<file path="src/rtl/parity_pkg.sv">
// Shared constants for the parity deserialiser and the odd_sel checker.
// State encoding and parity-mode values live here so both blocks agree.
package parity_pkg;

    localparam logic [1:0] ST_IDLE = 2'd0;
    localparam logic [1:0] ST_DATA = 2'd1;
    localparam logic [1:0] ST_PAR  = 2'd2;

    localparam logic PAR_EVEN = 1'b0;
    localparam logic PAR_ODD  = 1'b1;

    typedef enum logic [1:0] {
        S_IDLE = ST_IDLE,
        S_DATA = ST_DATA,
        S_PAR  = ST_PAR
    } state_t;

endpackage

</file>
<file path="src/rtl/parity_deser_if.sv">
// Serial-in / parallel-out bundle of the parity deserialiser.
// master drives the serial side, slave is the deserialiser itself.
interface parity_deser_if #(
    parameter int WIDTH = 32
);
    logic             sel;
    logic             din;
    logic             din_valid;
    logic [WIDTH-1:0] bus;
    logic             bus_valid;
    logic             check;
    logic             busy;

    modport master (
        output sel, din, din_valid,
        input  bus, bus_valid, check, busy
    );

    modport slave (
        input  sel, din, din_valid,
        output bus, bus_valid, check, busy
    );
endinterface

</file>
<file path="src/rtl/parity_deser_acc.sv">
// Running XOR of the data bits of one frame.
// Clear has priority over enable so a start bit always begins from zero.
module parity_acc (
    input  logic clk,
    input  logic rst,
    input  logic i_clr,
    input  logic i_en,
    input  logic i_bit,
    output logic o_acc
);
    logic r_acc;

    // accumulate one bit per enabled cycle
    always_ff @(posedge clk or posedge rst) begin
        if (rst) begin
            r_acc <= 1'b0;
        end else if (i_clr) begin
            r_acc <= 1'b0;
        end else if (i_en) begin
            r_acc <= r_acc ^ i_bit;
        end
    end

    assign o_acc = r_acc;
endmodule

</file>
<file path="src/rtl/parity_deser.sv">
// Framed serial receiver: start bit, WIDTH data bits LSB first, parity.
// Optional macro PARITY_DESER_ERRCNT_EN adds a saturating err_cnt output.
module parity_deser
    import parity_pkg::*;
#(
    parameter  int WIDTH = 32,
    localparam int CNT_W = $clog2(WIDTH + 1)
) (
    input  logic         clk,
    input  logic         rst,
`ifdef PARITY_DESER_ERRCNT_EN
    parity_deser_if.slave bus_if,
    output logic [7:0]   err_cnt
`else
    parity_deser_if.slave bus_if
`endif
);
    localparam logic [CNT_W-1:0] LAST = CNT_W'(WIDTH - 1);

    state_t           r_state;
    logic [WIDTH-1:0] r_shift;
    logic [CNT_W-1:0] r_cnt;
    logic             r_sel;
    logic [WIDTH-1:0] r_bus;
    logic             r_valid;
    logic             r_check;
    logic             r_busy;

    logic w_start;
    logic w_take;
    logic w_acc;
    logic w_tot;

    assign w_start = (r_state == S_IDLE) && bus_if.din_valid
                     && !bus_if.din;
    assign w_take  = (r_state == S_DATA) && bus_if.din_valid;
    assign w_tot   = w_acc ^ bus_if.din;

    parity_acc u_acc (
        .clk   (clk),
        .rst   (rst),
        .i_clr (w_start),
        .i_en  (w_take),
        .i_bit (bus_if.din),
        .o_acc (w_acc)
    );

    // frame FSM: collect bits, then publish word and check flag
    always_ff @(posedge clk or posedge rst) begin
        if (rst) begin
            r_state <= S_IDLE;
            r_shift <= '0;
            r_cnt   <= '0;
            r_sel   <= PAR_EVEN;
            r_bus   <= '0;
            r_valid <= 1'b0;
            r_check <= 1'b0;
            r_busy  <= 1'b0;
        end else begin
            r_valid <= 1'b0;
            unique case (r_state)
                S_IDLE: begin
                    if (w_start) begin
                        r_state <= S_DATA;
                        r_busy  <= 1'b1;
                        r_sel   <= bus_if.sel;
                        r_shift <= '0;
                        r_cnt   <= '0;
                    end
                end
                S_DATA: begin
                    if (bus_if.din_valid) begin
                        // shift in from the top: first bit ends at LSB
                        r_shift <= {bus_if.din, r_shift[WIDTH-1:1]};
                        r_cnt   <= r_cnt + 1'b1;
                        if (r_cnt == LAST) begin
                            r_state <= S_PAR;
                        end
                    end
                end
                S_PAR: begin
                    if (bus_if.din_valid) begin
                        r_bus   <= r_shift;
                        r_valid <= 1'b1;
                        r_check <= (r_sel == PAR_ODD) ? w_tot : ~w_tot;
                        r_busy  <= 1'b0;
                        r_state <= S_IDLE;
                    end
                end
                default: begin
                    r_state <= S_IDLE;
                    r_busy  <= 1'b0;
                end
            endcase
        end
    end

    assign bus_if.bus       = r_bus;
    assign bus_if.bus_valid = r_valid;
    assign bus_if.check     = r_check;
    assign bus_if.busy      = r_busy;

`ifdef PARITY_DESER_ERRCNT_EN
    logic [7:0] r_err;

    // count published words whose parity disagreed, saturating
    always_ff @(posedge clk or posedge rst) begin
        if (rst) begin
            r_err <= 8'd0;
        end else if (r_valid && !r_check && (r_err != 8'hFF)) begin
            r_err <= r_err + 8'd1;
        end
    end

    assign err_cnt = r_err;
`endif
endmodule

</file>
<file path="src/flat_wrapper.sv">
// flat-port wrapper written by rule: the top's interface ports become plain ports
module parity_deser_flat import parity_pkg::*;
#(
    parameter  int WIDTH = 32,
    localparam int CNT_W = $clog2(WIDTH + 1)
)
  (clk, rst, bus_if_sel, bus_if_din, bus_if_din_valid, bus_if_bus, bus_if_bus_valid, bus_if_check, bus_if_busy);
  parity_deser_if #(.WIDTH(WIDTH)) bus_if_i ();
  input  logic clk;
  input  logic rst;
  input wire logic [$bits(bus_if_i.sel)-1:0] bus_if_sel;
  input wire logic [$bits(bus_if_i.din)-1:0] bus_if_din;
  input wire logic [$bits(bus_if_i.din_valid)-1:0] bus_if_din_valid;
  output wire logic [$bits(bus_if_i.bus)-1:0] bus_if_bus;
  output wire logic [$bits(bus_if_i.bus_valid)-1:0] bus_if_bus_valid;
  output wire logic [$bits(bus_if_i.check)-1:0] bus_if_check;
  output wire logic [$bits(bus_if_i.busy)-1:0] bus_if_busy;
  assign bus_if_i.sel = bus_if_sel;
  assign bus_if_i.din = bus_if_din;
  assign bus_if_i.din_valid = bus_if_din_valid;
  assign bus_if_bus = bus_if_i.bus;
  assign bus_if_bus_valid = bus_if_i.bus_valid;
  assign bus_if_check = bus_if_i.check;
  assign bus_if_busy = bus_if_i.busy;
  parity_deser #(.WIDTH(WIDTH)) u_core (.clk(clk), .rst(rst), .bus_if(bus_if_i));
endmodule
</file>
<file path="config.mk">
export PLATFORM = sky130hd
export DESIGN_NAME = parity_deser_flat
export DESIGN_NICKNAME = d
export VERILOG_FILES = /design/src/rtl/parity_pkg.sv /design/src/rtl/parity_deser_if.sv /design/src/rtl/parity_deser_acc.sv /design/src/rtl/parity_deser.sv /design/src/flat_wrapper.sv
export SDC_FILE = /design/constraint.sdc
export NUM_CORES = 1
export LEC_CHECK = 0
export BUFFER_PORTS_ARGS = -buffer_cell sky130_fd_sc_hd__buf_2
export CAP_MARGIN = 15
export CORE_UTILIZATION = 35
export DETAILED_ROUTE_END_ITERATION = 10
export PLACE_DENSITY = 0.54
export SETUP_SLACK_MARGIN = 0.1
export SKIP_LAST_GASP = 1
export SLEW_MARGIN = 20
export SYNTH_ARGS = -nofsm -noshare
export SYNTH_HDL_FRONTEND = slang
export SYNTH_SLANG_ARGS = --single-unit
export TNS_END_PERCENT = 20
</file>
<file path="constraint.sdc">
create_clock -name clk -period 4.25 [get_ports clk]
set_input_delay 0.2125 -clock clk [delete_from_list [all_inputs] [get_ports clk]]
set_output_delay 0.2125 -clock clk [all_outputs]
set_load 0.02 [all_outputs]
</file>
==> results.sh <==
export IMPL_fin_crit_sh_pct=47.0
export IMPL_max_slew_margin_rel_pct=36.7
export IMPL_grt_max_degree=65
export IMPL_drive_gt1_share_pct=36.3
export IMPL_fmax_mhz=500
export IMPL_antennaDiodeCount=0
export IMPL_crit_chain="and3b_1, buf_4, nor2_4, a22o_1"
export IMPL_insertion_delay_ps=350
export IMPL_cts_buffer_depth=2
export IMPL_worstMarginPinSlew_ps=925
export IMPL_hold_violations=0
export IMPL_cts_buffers=9
export IMPL_dr_pass1_iters=4
export IMPL_fin_tns_setup_ps=0
export IMPL_slowest_stage="nor2_4"
export IMPL_cts_setup_buffers=0
export IMPL_yosys_top_cells_count="77 x dfrtp_1, 32 x a22o_1, 26 x mux2_2"
export IMPL_synthTopCellsByArea="dfrtp_1 64%, mux2_2 9.7%, a22o_1 9.2%"
export IMPL_synth_net_count=212
export IMPL_core_um2=8300
export IMPL_via_per_inst=5.11
export IMPL_die_x_um=95.1
export IMPL_synth_flop_cell="dfrtp_1"
export IMPL_start_util_pct=36.5
export IMPL_overflow=0
export IMPL_setup_viol=0
export IMPL_cts_resized=0
export IMPL_synth_cell_area_um2=3030
export IMPL_syn_avg_cell_area_um2=14.7
export IMPL_clk_pin_slew_ps=80
export IMPL_rsz0062_at_grt="false"
export IMPL_wl_per_cell_um=14.7
export IMPL_rows=33
export IMPL_total_power_uw=1950
export IMPL_fin_skew_ps=9.45
export IMPL_status="finished, final reports clean"
export IMPL_yosysTopAreaCell="dfrtp_1"
export IMPL_path_buf_inv=1
export IMPL_synth_async_sr_flop_share_pct=100
export IMPL_fin_util_pct=42.4
export IMPL_fin_hold_ws_ps=53.3
export IMPL_gp_congestion=0.751
export IMPL_die_y_um=95.1
export IMPL_htree_levels=3
export IMPL_antenna_found_initial=0
export IMPL_slowest_delay_ps=620
export IMPL_areaGrowthSynthToFinish_pct=16.1
export IMPL_cts_tree="yes"
export IMPL_synth_top_area_share_pct=63.6
export IMPL_cap_violations=0
export IMPL_pwr_density_cell_nw_per_um2=553
export IMPL_portBuffers=39
export IMPL_hold_buffers=1
export IMPL_crit_arrival_ps=2280
export IMPL_drt_iter0_markers=80
export IMPL_drcViolationCount=0
export IMPL_grt_util_all_layers_pct=13.2
export IMPL_yosysMostFrequentCell="dfrtp_1"
export IMPL_critical_path_peak_fanout=34
export IMPL_grt_pass1_wl_um=8910
export IMPL_crit_family="simple AND/OR/NAND/NOR gates"
export IMPL_routed_wirelength_um=5250
export IMPL_clock_sinks=77
export IMPL_clock_root_buffer="clkbuf_8"
export IMPL_peakVddDrop_mv=0.169
export IMPL_first_global_vias=1776
export IMPL_place_hpwl_um=3200
export IMPL_worstPathRequired_ps=4530
export IMPL_start_kind="register"
export IMPL_ant_nets=0
export IMPL_hold_path_class="in -> reg"
export IMPL_synthCells=206
export IMPL_slew_violations=0
export IMPL_die_area_um2=9040
export IMPL_yosysWarnings=0
export IMPL_end_kind="register"
export IMPL_yosysSeqAreaShare_pct=63.6
export IMPL_nets=252
export IMPL_vias=1819
export IMPL_synth_enable_flop_cells=0
export IMPL_period_needed_ps=2000
export IMPL_ys_ff_latch=77
export IMPL_io_pins=40
export IMPL_crit_type="reg -> reg"
export IMPL_cellLeakagePower_uw=0.00187
export IMPL_synth_distinct_cells=34
==> cell usage in the layout, fill, tap and decap left out, drive strengths merged, types with 2 or more instances in the layout <==
master,Yosys,final
nand3b,2,2
clkinv,0,3
inv,6,7
xnor2,2,2
buf,11,41
nor3b,2,2
a21oi,5,5
mux2,32,32
o21ai,6,6
nand3,3,3
a21o,2,2
nor2b,2,2
bufinv,0,2
clkbuf,2,10
nand2,7,7
dfrtp,77,77
a22o,32,32
or3,2,2
==> kinds of logic (layout without fill, tap and decap cells) <==
family          count (synthesis)  after routing  share of synthesized area [%]
xor+xnor                        2              2                          0.578
compound gates                 50             50                           13.2
buf+inv                        19             64                           3.80
fa+ha+maj                       1              1                          0.413
mux                            32             32                           11.9
simple gates                   25             25                           6.52
flops                          77             77                           63.6
==> metal layers <==
layer | up-vias | part of all wire, % | track usage, %
met3 | 9 | 4.6 | 5.02
met1 | 936 | 50 | 18.2
met2 | 35 | 43 | 18.9
li1 | 839 | - | -
met4 | 0 | 1.6 | 4.92
met5 | - | 0 | 0
==> per-stage QoR <==
| step | cell area (um^2) | setup WS, ps | instances |
|---|---|---|---|
| floorplan | 3030 | 2070 | 206 |
| global placement | 3280 | 2320 | 339 |
| detailed placement | 3280 | 2260 | 339 |
| CTS | 3520 | 2230 | 356 |
| global route | 3520 | 2100 | 356 |
| finish | 3520 | 2250 | 356 |
==> path summary, 6_finish.rpt <==
kind	cells after the start	slack, ps	to	startpoint
max	4	2250	u_core.r_shift[20]	u_core.r_state[1]
max in group asynchronous	4	2880	u_core.r_shift[28]	rst
max reg2reg	4	2250	u_core.r_shift[20]	u_core.r_state[1]
min	3	50	u_core.r_sel	bus_if_sel
min reg2reg	2	490	u_core.bus_if.check	u_core.bus_if.check
min in group asynchronous	3	310	u_core.bus_if.bus[5]	rst
==> layout make-up <==
type                            count  area, um^2
Sequential cell                    77        1930
Fill cell                         778        4780
Clock inverter                      6        91.3
Multi-Input combinational cell    110         990
Clock buffer                       10         138
Tap cell                          105         131
Inverter                            6        23.8
Timing Repair Buffer               42         220
==> state kept, by name, summed over array words and instances (netlist names) <==
name and flops:
u_core.r_cnt 6, u_core.bus_if.bus 32, u_core.r_shift 32, u_core.r_sel 1
u_core.u_acc.o_acc 1, u_core.bus_if.check 1, u_core.bus_if.bus_valid 1, u_core.r_state 2
u_core.bus_if.busy 1
==> tightest hold or removal path, stage by stage <==
cell and delay [ps]:
buf_2 80, nand2_1 40, nand2_1 40
==> report_power, final <==
| part | switching (uW) | internal (uW) |
|---|---|---|
| clock network | 276 | 351 |
| registers | 127 | 867 |
| logic | 169 | 157 |
| total | 572 | 1380 |
Power figures use the tool's default switching activity.
